===== src/rtl/mem_loader.sv =====
// Streams len bytes from a valid/ready source into a 256x8 memory starting at base.
// Defining MEM_LOADER_VERIFY_EN adds a readback pass that sets err on a checksum mismatch.
module mem_loader (
  input  logic       clk,
  input  logic       rst_n,
  input  logic       start,
  input  logic       abort,
  input  logic [7:0] base,
  input  logic [7:0] len,
  input  logic       s_valid,
  input  logic [7:0] s_data,
  output logic       s_ready,
  output logic [7:0] mem_addr,
  output logic [7:0] mem_wdata,
  output logic       mem_we,
  input  logic [7:0] mem_rdata,
  output logic       busy,
  output logic       done,
  output logic       err,
  output logic [7:0] sum,
  output logic [1:0] dbg_state
);

  localparam logic [1:0] S_IDLE   = 2'd0;
  localparam logic [1:0] S_LOAD   = 2'd1;
`ifdef MEM_LOADER_VERIFY_EN
  localparam logic [1:0] S_VERIFY = 2'd2;
`endif
  localparam logic [1:0] S_DONE   = 2'd3;

  logic [1:0] state_q, state_d;
  logic [7:0] ptr_q, ptr_d;
  logic [8:0] cnt_q, cnt_d;
  logic [7:0] sum_q, sum_d;
  logic       accept;
  logic [8:0] len_full;

  // Handshake: a byte moves on a rising edge where s_valid && s_ready; s_ready
  // depends only on state, and the memory write happens on that same edge.
  assign s_ready   = (state_q == S_LOAD);
  assign accept    = s_ready & s_valid;
  assign mem_we    = accept;
  assign mem_addr  = ptr_q;
  assign mem_wdata = s_data;
  assign busy      = (state_q != S_IDLE);
  assign done      = (state_q == S_DONE);
  assign sum       = sum_q;
  assign dbg_state = state_q;
  assign len_full  = (len == 8'd0) ? 9'd256 : {1'b0, len};

`ifdef MEM_LOADER_VERIFY_EN
  logic [7:0] base_q, base_d;
  logic [8:0] len_q, len_d;
  logic [7:0] vsum_q, vsum_d;
  logic       err_q, err_d;
  logic [7:0] vsum_next;

  assign vsum_next = vsum_q + mem_rdata;
  assign err       = err_q;
`else
  logic unused_rdata;

  assign unused_rdata = ^mem_rdata;
  assign err          = 1'b0;
`endif

  always_comb begin
    state_d = state_q;
    ptr_d   = ptr_q;
    cnt_d   = cnt_q;
    sum_d   = sum_q;
`ifdef MEM_LOADER_VERIFY_EN
    base_d  = base_q;
    len_d   = len_q;
    vsum_d  = vsum_q;
    err_d   = err_q;
`endif
    case (state_q)
      S_IDLE: begin
        if (start) begin
          state_d = S_LOAD;
          ptr_d   = base;
          cnt_d   = len_full;
          sum_d   = 8'd0;
`ifdef MEM_LOADER_VERIFY_EN
          base_d  = base;
          len_d   = len_full;
          vsum_d  = 8'd0;
          err_d   = 1'b0;
`endif
        end
      end
      S_LOAD: begin
        if (accept) begin
          ptr_d = ptr_q + 8'd1;
          sum_d = sum_q + s_data;
          cnt_d = cnt_q - 9'd1;
        end
        // Abort wins over completion, but the byte accepted this cycle is still written.
        if (abort) begin
          state_d = S_IDLE;
        end else if (accept && (cnt_q == 9'd1)) begin
`ifdef MEM_LOADER_VERIFY_EN
          state_d = S_VERIFY;
          ptr_d   = base_q;
          cnt_d   = len_q;
          vsum_d  = 8'd0;
`else
          state_d = S_DONE;
`endif
        end
      end
`ifdef MEM_LOADER_VERIFY_EN
      S_VERIFY: begin
        if (abort) begin
          state_d = S_IDLE;
        end else begin
          vsum_d = vsum_next;
          ptr_d  = ptr_q + 8'd1;
          cnt_d  = cnt_q - 9'd1;
          if (cnt_q == 9'd1) begin
            err_d   = (vsum_next != sum_q);
            state_d = S_DONE;
          end
        end
      end
`endif
      S_DONE:  state_d = S_IDLE;
      default: state_d = S_IDLE;
    endcase
  end

  always_ff @(posedge clk or negedge rst_n) begin
    if (!rst_n) begin
      state_q <= S_IDLE;
      ptr_q   <= 8'd0;
      cnt_q   <= 9'd0;
      sum_q   <= 8'd0;
    end else begin
      state_q <= state_d;
      ptr_q   <= ptr_d;
      cnt_q   <= cnt_d;
      sum_q   <= sum_d;
    end
  end

`ifdef MEM_LOADER_VERIFY_EN
  always_ff @(posedge clk or negedge rst_n) begin
    if (!rst_n) begin
      base_q <= 8'd0;
      len_q  <= 9'd0;
      vsum_q <= 8'd0;
      err_q  <= 1'b0;
    end else begin
      base_q <= base_d;
      len_q  <= len_d;
      vsum_q <= vsum_d;
      err_q  <= err_d;
    end
  end
`endif

endmodule

===== config.mk =====
export PLATFORM = sky130hd
export DESIGN_NAME = mem_loader
export DESIGN_NICKNAME = d
export VERILOG_FILES = /design/src/rtl/mem_loader.sv
export SDC_FILE = /design/constraint.sdc
export NUM_CORES = 1
export LEC_CHECK = 0
export ABC_AREA = 1
export ABC_CLOCK_PERIOD_IN_PS = 3050
export BUFFER_PORTS_ARGS = -buffer_cell sky130_fd_sc_hd__buf_2
export CAP_MARGIN = 10
export CORE_AREA = 2 2 75 77
export CTS_CLUSTER_SIZE = 14
export DETAILED_ROUTE_END_ITERATION = 10
export DIE_AREA = 0 0 77 79
export PLACE_DENSITY = 0.74
export SLEW_MARGIN = 15
export SYNTH_ARGS = -nofsm -noshare
export SYNTH_HDL_FRONTEND = slang
export SYNTH_SLANG_ARGS = --single-unit
export TNS_END_PERCENT = 1

===== constraint.sdc =====
create_clock -name clk -period 3.05 [get_ports clk]
set_clock_uncertainty 0.05 [all_clocks]
set_input_delay 0.1525 -clock clk [delete_from_list [all_inputs] [get_ports clk]]
set_output_delay 0.1525 -clock clk [all_outputs]
set_load 0.005 [all_outputs]

# Word level (Yosys, flattened, before mapping)
# Cells that the tools add are included.
# op_classes
n_addsub,3
n_eq_ne,6
n_mux,14
bitwise,1
reduce_logical,7
# op_table
operator,count
8-bit two-way mux,4
8-bit one-hot mux with 2 select lines,2
9-bit two-way mux,3
9-bit one-hot mux with 2 select lines,1
"9-bit by 1-bit equality test with 1-bit output, second input constant",1
"9-bit by 1-bit subtractor with 9-bit output, second input constant",1
"8-bit by 1-bit adder with 8-bit output, second input constant",1
8-bit adder,1
8-bit zero test,1
2-bit two-way mux,3
2-bit one-hot mux with 2 select lines,1
2-bit nonzero test,2
"3-bit by 2-bit != test with 1-bit output, second input constant",1
3-bit AND reduction,1
"2-bit by 1-bit equality test with 1-bit output, second input constant",1
"2-bit equality test, second input constant",1
2-bit zero test,1
"2-bit by 1-bit != test with 1-bit output, second input constant",1
"2-bit != test, second input constant",1
2-bit AND reduction,1
1-bit AND,1
1-bit logical AND,1
# totals
regBits,27
in_bits,37
out_inout_bits,31
elab_cells,35

# Depth between registers and ports, before layout
# Gate-level depths: netlist of run 1.
# depth
word_depth,6
ltp_mapped,9

# Worst setup path after synthesis of run 1
# OpenSTA, ideal clock, no wires.
# synth_timing
path_kind,reg-to-reg
start,"register sum_q[0], in the netlist sum[0]"
end,"register sum_q[4], in the netlist sum[4]"
t_arrival_ns,1.340
required_ns,2.883
slack_ns,1.543
stages_incl_launch_ff,7
period_less_slack_ns,1.507
path_cell_list,dfrtp_1 ha_1 fa_1 a21oi_1 nand2_1 nand3_1 nand2_1
# synth_between
elab_chain_cells,3
# synth_lines
item,line_no,source
from (decl),34,"logic [7:0] sum_q, sum_d;"
from (signal assigned),143,sum_q <= sum_d;
8-bit adder,96,sum_d = sum_q + s_data;
8-bit two-way mux,94,if (accept) begin
8-bit one-hot mux with 2 select lines,78,case (state_q)
# Every way passes these cells. The select of a mux whose other input is x is not followed.
# A chain may end at the register's enable or synchronous reset.

# Worst setup path after layout of run 1
# layout_timing
start,"register state_q[1], in the netlist dbg_state[1]"
end,register cnt_q[8]
# layout_between
elab_chain_cells,4
word_cells_on_any_way,8
# layout_lines
item,line_no,source
from (decl),31,"logic [1:0] state_q, state_d;"
from (signal assigned),140,state_q <= state_d;
2-bit by 1-bit equality test with 1-bit output,"40, 78",
1-bit AND,41,assign accept = s_ready & s_valid;
2-bit by 1-bit != test with 1-bit output (no source line),-,
3-bit AND reduction (no source line),-,
to (signal assigned),142,cnt_q <= cnt_d;
to (decl),33,"logic [8:0] cnt_q, cnt_d;"
# Parallel ways exist; a longest one is shown, timed or not.

==> reports/qor.log, run 1 <==
qor: clocking.clock_tree.root_cell sky130_fd_sc_hd__clkbuf_8
qor: placed_design.placedInstanceArea 0.00230 mm²
qor: yosys.synthesis.instances 301
qor: finish.post_route_cells_drive_above_1_share 0.201
qor: yosys.synth_cell_type_count 28
qor: worst_hold_path.min_to mem_addr[1]
qor: sta.finalSetupTns 0 ns
qor: sta.normalized_max_slew_margin 0.593
qor: sta.final_critical_path_time_including_i_o_delays_and_setup 2.03 ns
qor: floorplan.std_cell_rows 27
qor: worst_hold_path.timing.hold.worst_path_depth 3
qor: critical_path.path_class flip-flop to flip-flop
qor: pwr.leakagePower 0.00135 µW
qor: route.wirelength 4.48 mm
qor: pwr.power.switching 1060 µW
qor: yosys.synth_compound_area_frac 0.113
qor: yosys.synth.area.top_cells sky130_fd_sc_hd__dfrtp_1 33%, sky130_fd_sc_hd__nand2_1 17%, sky130_fd_sc_hd__inv_1 7.7%, sky130_fd_sc_hd__nand3_1 6.6%, sky130_fd_sc_hd__ha_1 6.1%
qor: sta.report.final.setup_viol 0
qor: pwr.power.combinational.fraction 0.587
qor: yosys.number_of_flops_mapped_to_enable_cells_by_yosys 0
qor: sta.final_max_slew_viol_count 0
qor: placed_design.place.port_buffers 58
qor: yosys.synthXorXnorAreaFrac 0.00855
qor: floorplan.ioPinCount 68
qor: worst_hold_path.hold_sp base[1]
qor: yosys.synth.top_cell.area_share 0.330
qor: finish.finalInstanceArea 0.00235 mm²
qor: yosys.synthesis.area 0.00205 mm²
qor: clocking.postCtsSetupBuffers 0
qor: critical_path.timing.critical_path.to_type flip-flop
qor: yosys.synth_fp_nets 349
qor: route.wire_per_inst 10.7 µm
qor: pwr.power.density_cell_area 918 mW/mm²
qor: yosys.seq_area_frac_synth 0.330
qor: global_routing.track_usage 0.149
qor: sta.finalHoldViolations 0
qor: floorplan.chipHeight 79 µm
qor: clocking.worstSkewPairLatency 0.27 ns
qor: clocking.cts-resized-gates 0
qor: finish.multiInputGateArea 0.00107 mm²
qor: yosys.cell_type_with_the_largest_total_area_after_synthesis sky130_fd_sc_hd__dfrtp_1
qor: floorplan.start_util 0.384
qor: route.antenna_violating_nets_post_route 0
qor: finish.filler_cell_count 587
qor: critical_path.worst_path_arrival_time 2.20 ns
qor: clocking.cts.sinks 27
qor: critical_path.critPathLaunchType flip-flop
qor: clocking.hold_buffer_count_at_cts 1
qor: critical_path.crit-reg2reg-capture cnt_q[8]
qor: critical_path.timing.critical_path.from dbg_state[1]
qor: sta.fin_crit_share 0.667
qor: critical_path.rrSetupSlack 1.02 ns
qor: yosys.synth_top_family_by_area simple AND/OR/NAND/NOR gates
qor: critical_path.r2r_start dbg_state[1]
qor: placed_design.gp_congestion 0.822
qor: yosys.post_synth_and_or_nand_nor_area_fraction 0.330
qor: clocking.cts.clk_slew.worst_paths 0.09 ns
qor: yosys.ranking_of_synthesized_cells_by_instance_count 94 x sky130_fd_sc_hd__nand2_1, 42 x sky130_fd_sc_hd__inv_1, 27 x sky130_fd_sc_hd__dfrtp_1, 27 x sky130_fd_sc_hd__nand3_1, 24 x sky130_fd_sc_hd__nor2_1
qor: critical_path.timing.critical_path.required 3.21 ns
qor: route.detail_route.first_pass.iterations 4
qor: global_routing.grt_antenna_before_repair 0
qor: sta.grt_setup_unrepaired false
qor: finish.finalCoreUtilization 0.441
qor: route.drc_errors 0
qor: yosys.synth-seq-cells 27
qor: clocking.cts.path.max_buffers 2
qor: pwr.power.share.clock 0.094
qor: yosys.synth.avg_cell_area 6.81 µm²
qor: route.routed-via-count 1988
qor: outcome.status completed
qor: finish.syn2layout_area_growth 14.9%
qor: clocking.cts_tree built
qor: pwr.internal-power 1100 µW
qor: placed_design.dp_hpwl 3.42 mm
qor: global_routing.grt_max_degree 28
qor: critical_path.crit_path_max_fanout 20
qor: floorplan.die_area 0.00608 mm²
qor: worst_hold_path.hold_class input pin to flip-flop
qor: pwr.ir_drop_worst_vdd 0.354 mV
qor: sta.hold_ws 0.0872 ns
qor: finish.ff_latch_area 676 µm²
qor: yosys.post-synth-top-count-cell sky130_fd_sc_hd__nand2_1
qor: critical_path.r2r_cells 8
qor: floorplan.floorplan.core_area 0.00534 mm²
qor: sta.timing_worst_slew_pin_value 0.611 ns
qor: finish.antenna_cells 0
qor: yosys.synth-main-ff-cell sky130_fd_sc_hd__dfrtp_1
qor: yosys.yosysWarningCount 0
qor: global_routing.grt_first_pass_wirelength 7.55 mm
qor: finish.final_nets 397
qor: flow_run.max_cap_viol_count 0
qor: yosys.postSynth.asyncResetShare 1.00
qor: yosys.yosys-mux-area-fraction 0
qor: clocking.numCtsBuffers 3
qor: route.viasPerCell 4.73
qor: clocking.clock_tree.htree_level_count 1
qor: global_routing.number_of_global_route_vias_before_repair 1780
qor: sta.max_clock_freq 492 MHz
qor: global_routing.gr-total-overflow 0
qor: floorplan.die_width 77 µm
qor: pwr.share_seq_of_total_power 0.319
qor: yosys.synthAdderAreaFrac 0.0708
qor: pwr.power.share.switching 0.489
qor: route.drtIter0Drc 68
## cell usage in the layout (no fill, tap or decap), types with 3 or more instances in the layout
cell	Yosys	routed
sky130_fd_sc_hd__nand2_1	94	94
sky130_fd_sc_hd__buf_2	2	58
sky130_fd_sc_hd__inv_1	42	42
sky130_fd_sc_hd__nand3_1	27	27
sky130_fd_sc_hd__dfrtp_1	27	27
sky130_fd_sc_hd__nor2_1	24	24
sky130_fd_sc_hd__o21ai_0	17	17
sky130_fd_sc_hd__a21oi_1	12	12
sky130_fd_sc_hd__ha_1	10	10
sky130_fd_sc_hd__nand4_1	6	6
sky130_fd_sc_hd__o21ai_1	4	4
sky130_fd_sc_hd__o211ai_1	3	3
sky130_fd_sc_hd__clkbuf_8	0	3
## cells by family after synthesis
logic type,after synthesis
AOI/OAI and AO/OA,41
other,1
adders and majority gates,11
DFF,27
xor gates and xnor gates,2
buffers and inverters,60
and+or+nand+nor,159
## worst max-delay path by stage
stage               endpoint  slack (ns)  depth (start not counted)
finish              cnt_q[8]        1.02                          8
global route        cnt_q[8]        0.85                          8
CTS                 cnt_q[8]        1.01                          8
detailed placement  cnt_q[8]        1.01                          8
global placement    cnt_q[8]        1.04                          8
floorplan             sum[4]        1.54                          6
## worst max-delay path, cell delays in order, from the launching register on
cell                      delay (ns)
sky130_fd_sc_hd__dfrtp_1        0.46
sky130_fd_sc_hd__inv_1          0.10
sky130_fd_sc_hd__nand2_2        0.27
sky130_fd_sc_hd__o21ai_4        0.49
sky130_fd_sc_hd__buf_4          0.30
sky130_fd_sc_hd__nand3_1        0.12
sky130_fd_sc_hd__o21ai_0        0.09
sky130_fd_sc_hd__inv_1          0.05
sky130_fd_sc_hd__nand2_1        0.05
## layer usage
metal / up-vias / part of all wire / track usage
met4: 0 / 0.0065 / 0.0464
met2: 60 / 0.47 / 0.254
li1: 1039 / - / -
met3: 4 / 0.048 / 0.0159
met5: - / 0 / 0
met1: 885 / 0.47 / 0.199
## power by group through the flow
| stage | Combinational (µW) | Sequential [µW] | Clock [µW] |
|---|---|---|---|
| after floorplan | 989 | 682 | 0 |
| after global placement | 1240 | 691 | 0 |
| after detailed placement | 1280 | 696 | 0 |
| after CTS | 1280 | 690 | 211 |
| after global routing | 1470 | 721 | 225 |
| final | 1270 | 689 | 204 |
## layout make-up
| class | instances | share of cell area |
|---|---|---|
| well taps | 72 | 0.0383 |
| clock buffers | 4 | 0.0191 |
| repair buffers | 60 | 0.131 |
| flip-flops and latches | 27 | 0.287 |
| inverters | 43 | 0.0685 |
| multi-input cells | 214 | 0.456 |
## registers in the layout (all words and copies together), names as in the netlist
signal,cells
cnt_q,9
mem_addr,8
sum,8
dbg_state,2
## stage by stage
step,setup slack [ns],instances,power (µW)
after floorplan,1.54,301,1670
after global placement,1.04,415,1930
after detailed placement,1.01,415,1970
after CTS,1.01,420,2180
after global routing,0.846,420,2410
final,1.02,420,2160
(Power assumes the default switching activity.)
==> run 2: changes to the inputs <==
Settings changed: ABC_AREA 1 to 0, ABC_CLOCK_PERIOD_IN_PS 3050 to 2000, CORE_AREA 2 2 75 77 to 2 2 70 72, DIE_AREA 0 0 77 79 to 0 0 72 74, PLACE_DENSITY 0.74 to 0.76.
Clock period 3.05 ns to 2 ns, I/O delays scaled along.
==> run 2 against run 1 <==
  * The flow now finishes with violations (hold timing)
  * Global-route usage increased by 2.1 points
  * Cell count decreased by 24%
  * Via count decreased by 16%
  * Sequential share of layout area increased by 2.0 points
  * Flip-flop and latch count unchanged
  * Fmax increased by 3.8%
  * Setup slack got worse by 0.97 ns
==> reports/qor.log, run 2 <==
qor: outcome.status finished with violations
qor: outcome.failed_checks hold timing
qor: placed_design.post-place-ws 0.0318 ns [-0.980 ns]
qor: sta.timing_worst_slew_pin_value 0.657 ns [+0.0464 ns]
qor: critical_path.timing.critical_path.to_type flip-flop
qor: pwr.report.power.total 2500 µW [+16%]
qor: yosys.seq_area_frac_synth 0.378 [+0.0485]
qor: global_routing.grt_antenna_before_repair 0 [unchanged]
qor: sta.final_critical_path_time_including_i_o_delays_and_setup 1.96 ns [-0.0752 ns]
qor: placed_design.dp_hpwl 3.13 mm [-8.3%]
qor: pwr.share_seq_of_total_power 0.378 [+0.059]
qor: route.routed-via-count 1678 [-16%]
qor: yosys.synthesis.area 0.00179 mm² [-13%]
qor: sta.normalized_max_slew_margin 0.562 [-0.0309]
qor: yosys.synthesis.instances 212 [-30%]
qor: pwr.internal-power 1470 µW [+33%]
qor: finish.final_common_cell sky130_fd_sc_hd__buf_2
qor: finish.largest_reg_flops 9 [unchanged]
qor: global_routing.grt_first_pass_wirelength 7.16 mm [-5.2%]
qor: finish.max_flop_register cnt_q
qor: critical_path.worst_path_arrival_time 2.09 ns [-0.11 ns]
qor: critical_path.rrSetupSlack 0.04 ns [-0.97 ns]
qor: route.drt-met1-wl 1.99 mm [-5.9%]
qor: clocking.cts.sinks 27 [unchanged]
qor: yosys.synth-main-ff-cell sky130_fd_sc_hd__dfrtp_1
qor: yosys.yosysWarningCount 0 [unchanged]
qor: route.drc_errors 0 [unchanged]
qor: clocking.cts_tree built
qor: finish.syn2layout_area_growth 23.2%
qor: clocking.numCtsBuffers 3 [unchanged]
qor: sta.max_clock_freq 511 MHz [+3.8%]
qor: placed_design.placedInstanceArea 0.00210 mm² [-8.9%]
qor: placed_design.place.port_buffers 58 [unchanged]
qor: yosys.synth_fp_nets 260 [-26%]
qor: flow_run.max_cap_viol_count 0 [unchanged]
qor: sta.report.final.setup_viol 0 [unchanged]
qor: yosys.ranking_of_synthesized_cells_by_instance_count 30 x sky130_fd_sc_hd__nand2_1, 27 x sky130_fd_sc_hd__dfrtp_1, 24 x sky130_fd_sc_hd__a21oi_1, 20 x sky130_fd_sc_hd__o21ai_0, 15 x sky130_fd_sc_hd__nor2_1
qor: route.highest-signal-layer met4
qor: floorplan.ioPinCount 68 [unchanged]
qor: critical_path.path_class flip-flop to flip-flop
qor: yosys.synth_cell_type_count 41 [+46%]
qor: worst_hold_path.hold_class input pin to flip-flop
qor: pwr.leakagePower 0.00108 µW [-20%]
qor: clocking.clock_tree.htree_level_count 1 [unchanged]
qor: sta.hold_ws -0.000226 ns [-0.0874 ns]
qor: finish.layout_common_cells 58 x sky130_fd_sc_hd__buf_2, 30 x sky130_fd_sc_hd__nand2_1, 27 x sky130_fd_sc_hd__dfrtp_1
qor: sta.fin_crit_share 0.979 [+0.312]
qor: global_routing.grt_max_degree 29 [+3.6%]
qor: yosys.number_of_flops_mapped_to_enable_cells_by_yosys 0 [unchanged]
qor: yosys.synth.area.top_cells sky130_fd_sc_hd__dfrtp_1 38%, sky130_fd_sc_hd__ha_1 7.0%, sky130_fd_sc_hd__a21oi_1 6.7%, sky130_fd_sc_hd__nand2_1 6.3%, sky130_fd_sc_hd__o21ai_0 5.6%
qor: clocking.worstSkewPairLatency 0.28 ns [about the same]
qor: finish.antenna_cells 0 [unchanged]
qor: clocking.clock_tree.root_cell sky130_fd_sc_hd__clkbuf_8
qor: global_routing.number_of_global_route_vias_before_repair 1585 [-11%]
qor: route.wl_met3 170 µm [-20%]
qor: clocking.cts.path.max_buffers 2 [unchanged]
qor: finish.final_nets 315 [-21%]
qor: floorplan.std_cell_rows 25 [-7.4%]
qor: yosys.post-synth-top-count-cell sky130_fd_sc_hd__nand2_1
qor: critical_path.crit_path_max_fanout 2 [-90%]
qor: yosys.synth-seq-cells 27 [unchanged]
qor: pwr.power.share.clock 0.131 [+0.037]
qor: finish.finalInstanceArea 0.00220 mm² [-6.5%]
qor: sta.layout_setup_ws 0.0420 ns [-0.975 ns]
qor: global_routing.track_usage 0.169 [+0.0208]
qor: yosys.cell_type_with_the_largest_total_area_after_synthesis sky130_fd_sc_hd__dfrtp_1
qor: yosys.synth.avg_cell_area 8.43 µm² [+24%]
qor: pwr.power.share.switching 0.412 [-0.0774]
qor: critical_path.critPathSlowestCell sky130_fd_sc_hd__dfrtp_1
qor: sta.finalHoldViolations 1 [+1]
qor: clocking.cts.clk_slew.worst_paths 0.10 ns [about the same]
qor: route.wl_met2 2.13 mm [+0.80%]
qor: global_routing.gr-total-overflow 0 [unchanged]
qor: pwr.power.switching 1030 µW [-2.5%]
qor: route.detail_route.first_pass.iterations 4 [unchanged]
qor: floorplan.die_area 0.00533 mm² [-12%]
qor: finish.post_route_cells_drive_above_1_share 0.301 [+0.0996]
qor: placed_design.gp_congestion 0.781 [-5.0%]
qor: route.drtIter0Drc 59 [-13%]
qor: critical_path.timing.critical_path.slowest_cell_delay 0.42 ns [-0.07 ns]
qor: floorplan.start_util 0.389 [+0.00461]
qor: critical_path.path_cells ha_4 -> a211o_1 -> a2111oi_4 -> o21a_1 -> o31ai_2 -> a21bo_1
qor: yosys.synth.top_cell.area_share 0.378 [+0.0485]
qor: critical_path.timing.critical_path.required 2.13 ns [-1.08 ns]
qor: pwr.power.combinational.fraction 0.491 [-0.096]
qor: floorplan.die_width 72 µm [-6.5%]
qor: route.viasPerCell 5.24 [+11%]
qor: floorplan.floorplan.core_area 0.00460 mm² [-14%]
qor: route.antenna_violating_nets_post_route 0 [unchanged]
qor: sta.final_max_slew_viol_count 0 [unchanged]
qor: pwr.ir_drop_worst_vdd 0.434 mV [+23%]
qor: floorplan.chipHeight 74 µm [-6.3%]
qor: sta.finalSetupTns 0 ns [unchanged]
qor: route.wirelength 4.34 mm [-2.9%]
qor: critical_path.critPathLaunchType flip-flop
qor: yosys.postSynth.asyncResetShare 1.00 [unchanged]
qor: route.wire_per_inst 13.6 µm [+27%]
qor: pwr.power.density_cell_area 1140 mW/mm² [+24%]
qor: sta.grt_setup_unrepaired true
-- run 2: logic make-up (layout without fill, tap and decap cells) --
kind of cell    after synthesis  count (layout)  synth area share
simple gates                 73              73             0.183
compound gates               71              71             0.257
flops                        27              27             0.378
buf+inv                      24              78            0.0735
fa+ha+maj                    11              11            0.0812
xor+xnor                      5               5            0.0245
other cells                   1               1           0.00210
-- run 2: metal layers --
layer | up-vias | GRT usage
met5 | - | 0
met4 | 0 | 0.0440
met3 | 5 | 0.0163
met2 | 45 | 0.302
met1 | 777 | 0.222
li1 | 851 | -
-- run 2: worst paths after layout --
kind / startpoint / endpoint / cells past startpoint
worst min register to register: cnt_q[8] / dbg_state[1] / 1
worst min-delay path: base[0] / mem_addr[0] / 3
max in group asynchronous: rst_n / cnt_q[2] / 2
worst max-delay path: sum[1] / sum[7] / 6
min in group asynchronous: rst_n / sum[3] / 2
worst max register to register: sum[1] / sum[7] / 6
-- run 2: repair_timing --
item                       4_1_cts  5_1_grt
buffers inserted                 0        1
hold buffers                     1        0
setup endpoints to repair        0        2
hold endpoints to repair        27        0
gates resized for setup          0        8
-- run 2: area by class of cell --
| type | instances | area [µm²] |
|---|---|---|
| multi-input cells | 161 | 1020 |
| inverters | 6 | 22.5 |
| clock buffers | 4 | 45.0 |
| flip-flops and latches | 27 | 676 |
| fillers | 453 | 2400 |
| repair buffers | 68 | 368 |
| well taps | 54 | 67.6 |
-- run 2: power by group through the flow --
stage	logic [µW]	clock network, µW	registers (µW)
finish	1230	329	946
global route	1410	352	985
CTS	1190	335	939
detailed placement	1180	0	951
global placement	1140	0	940
floorplan	789	0	935
-- run 2: worst max-delay path: cells and delay by family (launching register included) --
family,cells,cell delay (ns)
adder cells (fa/ha/maj),1,0.22
AO/OA/AOI/OAI,5,1.18
flip-flops,1,0.42
-- run 2: per-stage QoR --
| step | utilization | hold slack (ns) | cells |
|---|---|---|---|
| detailed placement | 0.456 | 0.118 | 314 |
| finish | 0.479 | -0.000226 | 320 |
| CTS | 0.468 | 0.00375 | 319 |
| floorplan | - | -0.246 | 212 |
| global placement | 0.456 | 0.119 | 314 |
| global route | 0.479 | 0.0208 | 320 |
==> run 3: changes to the inputs <==
Settings changed: ABC_CLOCK_PERIOD_IN_PS 2000 to 2500.
Clock period 2 ns to 2.5 ns, I/O delays scaled along.
==> run 3 against run 2 <==
  * The flow now finishes without violations
  * Total power shrank 24%
  * Via count shrank 1.0%
  * Sequential power shrank 20%
  * Count of clock-buffer cells in the layout is the same
  * Sequential share of layout area grew 1.2 points
  * Non-clock buffer count shrank 5
  * Largest cell class unchanged
  * Clock power shrank 21%
==> reports/qor.log, run 3 (synthesis gave the netlist of run 2 again) <==
qor: critical_path.r2r_cells 6 [unchanged]
qor: route.detail_route.first_pass.iterations 4 [unchanged]
qor: route.wl_met2 1.98 mm [-7.0%]
qor: finish.final_nets 310 [-1.6%]
qor: route.wire_per_inst 13.2 µm [-2.6%]
qor: sta.fin_crit_share 0.795 [-0.184]
qor: floorplan.start_util 0.389 [unchanged]
qor: clocking.cts.path.max_buffers 2 [unchanged]
qor: clocking.clock_tree.root_cell sky130_fd_sc_hd__clkbuf_8
qor: critical_path.path_class flip-flop to flip-flop
qor: global_routing.gr-total-overflow 0 [unchanged]
qor: finish.max_flop_register cnt_q
qor: sta.timing_worst_slew_pin_value 0.636 ns [-0.0216 ns]
qor: critical_path.timing.critical_path.slowest_cell_delay 0.41 ns [about the same]
qor: clocking.cts-resized-gates 0 [unchanged]
qor: critical_path.timing.critical_path.required 2.63 ns [+0.50 ns]
qor: critical_path.timing.critical_path.max_delay_family compound AO/OA/AOI/OAI gates
qor: route.drtIter0Drc 60 [+1.7%]
qor: floorplan.chipHeight 74 µm [unchanged]
qor: critical_path.path_cells ha_1 -> o211a_1 -> a2111oi_4 -> o21a_1 -> o31ai_1 -> a21bo_1
qor: critical_path.worst_path_arrival_time 2.12 ns [+0.03 ns]
qor: floorplan.ioPinCount 68 [unchanged]
qor: sta.finalSetupTns 0 ns [unchanged]
qor: critical_path.critical_path_depth 6 [unchanged]
qor: pwr.ir_drop_worst_vdd 0.289 mV [-33%]
qor: pwr.leakagePower 0.00106 µW [-2.1%]
qor: placed_design.dp_hpwl 3.08 mm [-1.7%]
qor: route.drt-met1-wl 1.95 mm [-2.4%]
qor: finish.largest_reg_flops 9 [unchanged]
qor: critical_path.cp.buffers_inverters 0 [unchanged]
qor: global_routing.number_of_global_route_vias_before_repair 1541 [-2.8%]
qor: sta.normalized_max_slew_margin 0.576 [+0.0144]
qor: placed_design.post-place-ws 0.507 ns [+0.475 ns]
qor: clocking.clock_tree.htree_level_count 1 [unchanged]
qor: clocking.postCtsSetupBuffers 0 [unchanged]
qor: finish.final_common_cell sky130_fd_sc_hd__buf_2
qor: critical_path.critPathLaunchType flip-flop
qor: placed_design.gp_congestion 0.811 [+3.9%]
qor: pwr.power.density_cell_area 903 mW/mm² [-21%]
qor: sta.layout_setup_ws 0.513 ns [+0.471 ns]
qor: clocking.worstSkewPairLatency 0.28 ns [about the same]
qor: clocking.cts_tree built
qor: clocking.hold_buffer_count_at_cts 1 [unchanged]
qor: sta.final_critical_path_time_including_i_o_delays_and_setup 1.99 ns [+0.0288 ns]
qor: finish.syn2layout_area_growth 18.7%
qor: sta.finalHoldViolations 0 [-1]
qor: route.routed-via-count 1661 [-1.0%]
qor: flow_run.max_cap_viol_count 0 [unchanged]
qor: route.wirelength 4.16 mm [-4.1%]
qor: worst_hold_path.timing.hold.worst_path_depth 3 [unchanged]
qor: outcome.status completed
qor: sta.grt_setup_unrepaired false
qor: route.antenna_violating_nets_post_route 0 [unchanged]
qor: route.wl_met3 193 µm [+14%]
qor: worst_hold_path.hold_class input pin to flip-flop
qor: global_routing.grt_first_pass_wirelength 6.99 mm [-2.3%]
qor: global_routing.track_usage 0.165 [-0.00432]
qor: sta.max_clock_freq 503 MHz [-1.5%]
qor: clocking.numCtsBuffers 3 [unchanged]
qor: finish.layout_common_cells 58 x sky130_fd_sc_hd__buf_2, 30 x sky130_fd_sc_hd__nand2_1, 27 x sky130_fd_sc_hd__dfrtp_1
qor: floorplan.floorplan.core_area 0.00460 mm² [unchanged]
qor: critical_path.timing.critical_path.to_type flip-flop
qor: placed_design.place.port_buffers 58 [unchanged]
qor: floorplan.die_area 0.00533 mm² [unchanged]
qor: sta.final_max_slew_viol_count 0 [unchanged]
qor: global_routing.grt_antenna_before_repair 0 [unchanged]
qor: clocking.cts.clk_slew.worst_paths 0.09 ns [about the same]
qor: route.drc_errors 0 [unchanged]
qor: finish.post_route_cells_drive_above_1_share 0.261 [-0.0402]
qor: clocking.cts.sinks 27 [unchanged]
qor: sta.report.final.setup_viol 0 [unchanged]
qor: finish.antenna_cells 0 [unchanged]
qor: route.highest-signal-layer met4
qor: floorplan.std_cell_rows 25 [unchanged]
qor: critical_path.crit_path_max_fanout 4 [+2]
qor: critical_path.critPathSlowestCell sky130_fd_sc_hd__dfrtp_1
qor: floorplan.die_width 72 µm [unchanged]
qor: route.viasPerCell 5.27 [+0.56%]
qor: global_routing.grt_max_degree 29 [unchanged]
==> run 3: power by group <==
part           switching (µW)  internal, µW
sequential                160           595
combinational             483           418
clock                     144           115
==> run 3: per-layer routing <==
metal / up-vias / GRT usage
li1: 846 / -
met1: 764 / 0.226
met2: 47 / 0.278
met3: 4 / 0.0163
met4: 0 / 0.0545
met5: - / 0
==> run 3: metrics by stage <==
| stage | cells | hold slack [ns] | instance area (µm²) | total power [µW] | util |
|---|---|---|---|---|---|
| after floorplan | 212 | -0.221 | 1790 | 1380 | - |
| after global placement | 310 | 0.140 | 2070 | 1630 | 0.449 |
| after detailed placement | 310 | 0.138 | 2070 | 1670 | 0.449 |
| after CTS | 315 | 0.00646 | 2120 | 1940 | 0.461 |
| after global routing | 315 | 0.0170 | 2120 | 2120 | 0.461 |
| final | 315 | 0.0128 | 2120 | 1910 | 0.461 |
==> run 3: cell type report <==
class	instances	area, µm²
fillers	469	2480
multi-input cells	161	980
inverters	6	22.5
clock buffers	4	45.0
well taps	54	67.6
repair buffers	63	330
flip-flops and latches	27	676
==> run 3: worst min-delay path, delay by kind of cell <==
family	cells	cell delay [ns]
and+or+nand+nor	2	0.11
buffers and inverters	1	0.08
==> run 3: path summary, 6_finish.rpt <==
| kind | slack [ns] | endpoint | startpoint |
|---|---|---|---|
| setup / recovery | 0.51 | sum[7] | sum[2] |
| hold / removal | 0.01 | mem_addr[0] | base[0] |
| setup reg to reg | 0.51 | sum[7] | sum[2] |
| hold reg to reg | 0.43 | dbg_state[1] | cnt_q[8] |
| max in group asynchronous | 1.64 | mem_addr[4] | rst_n |
| min in group asynchronous | 0.34 | sum[2] | rst_n |
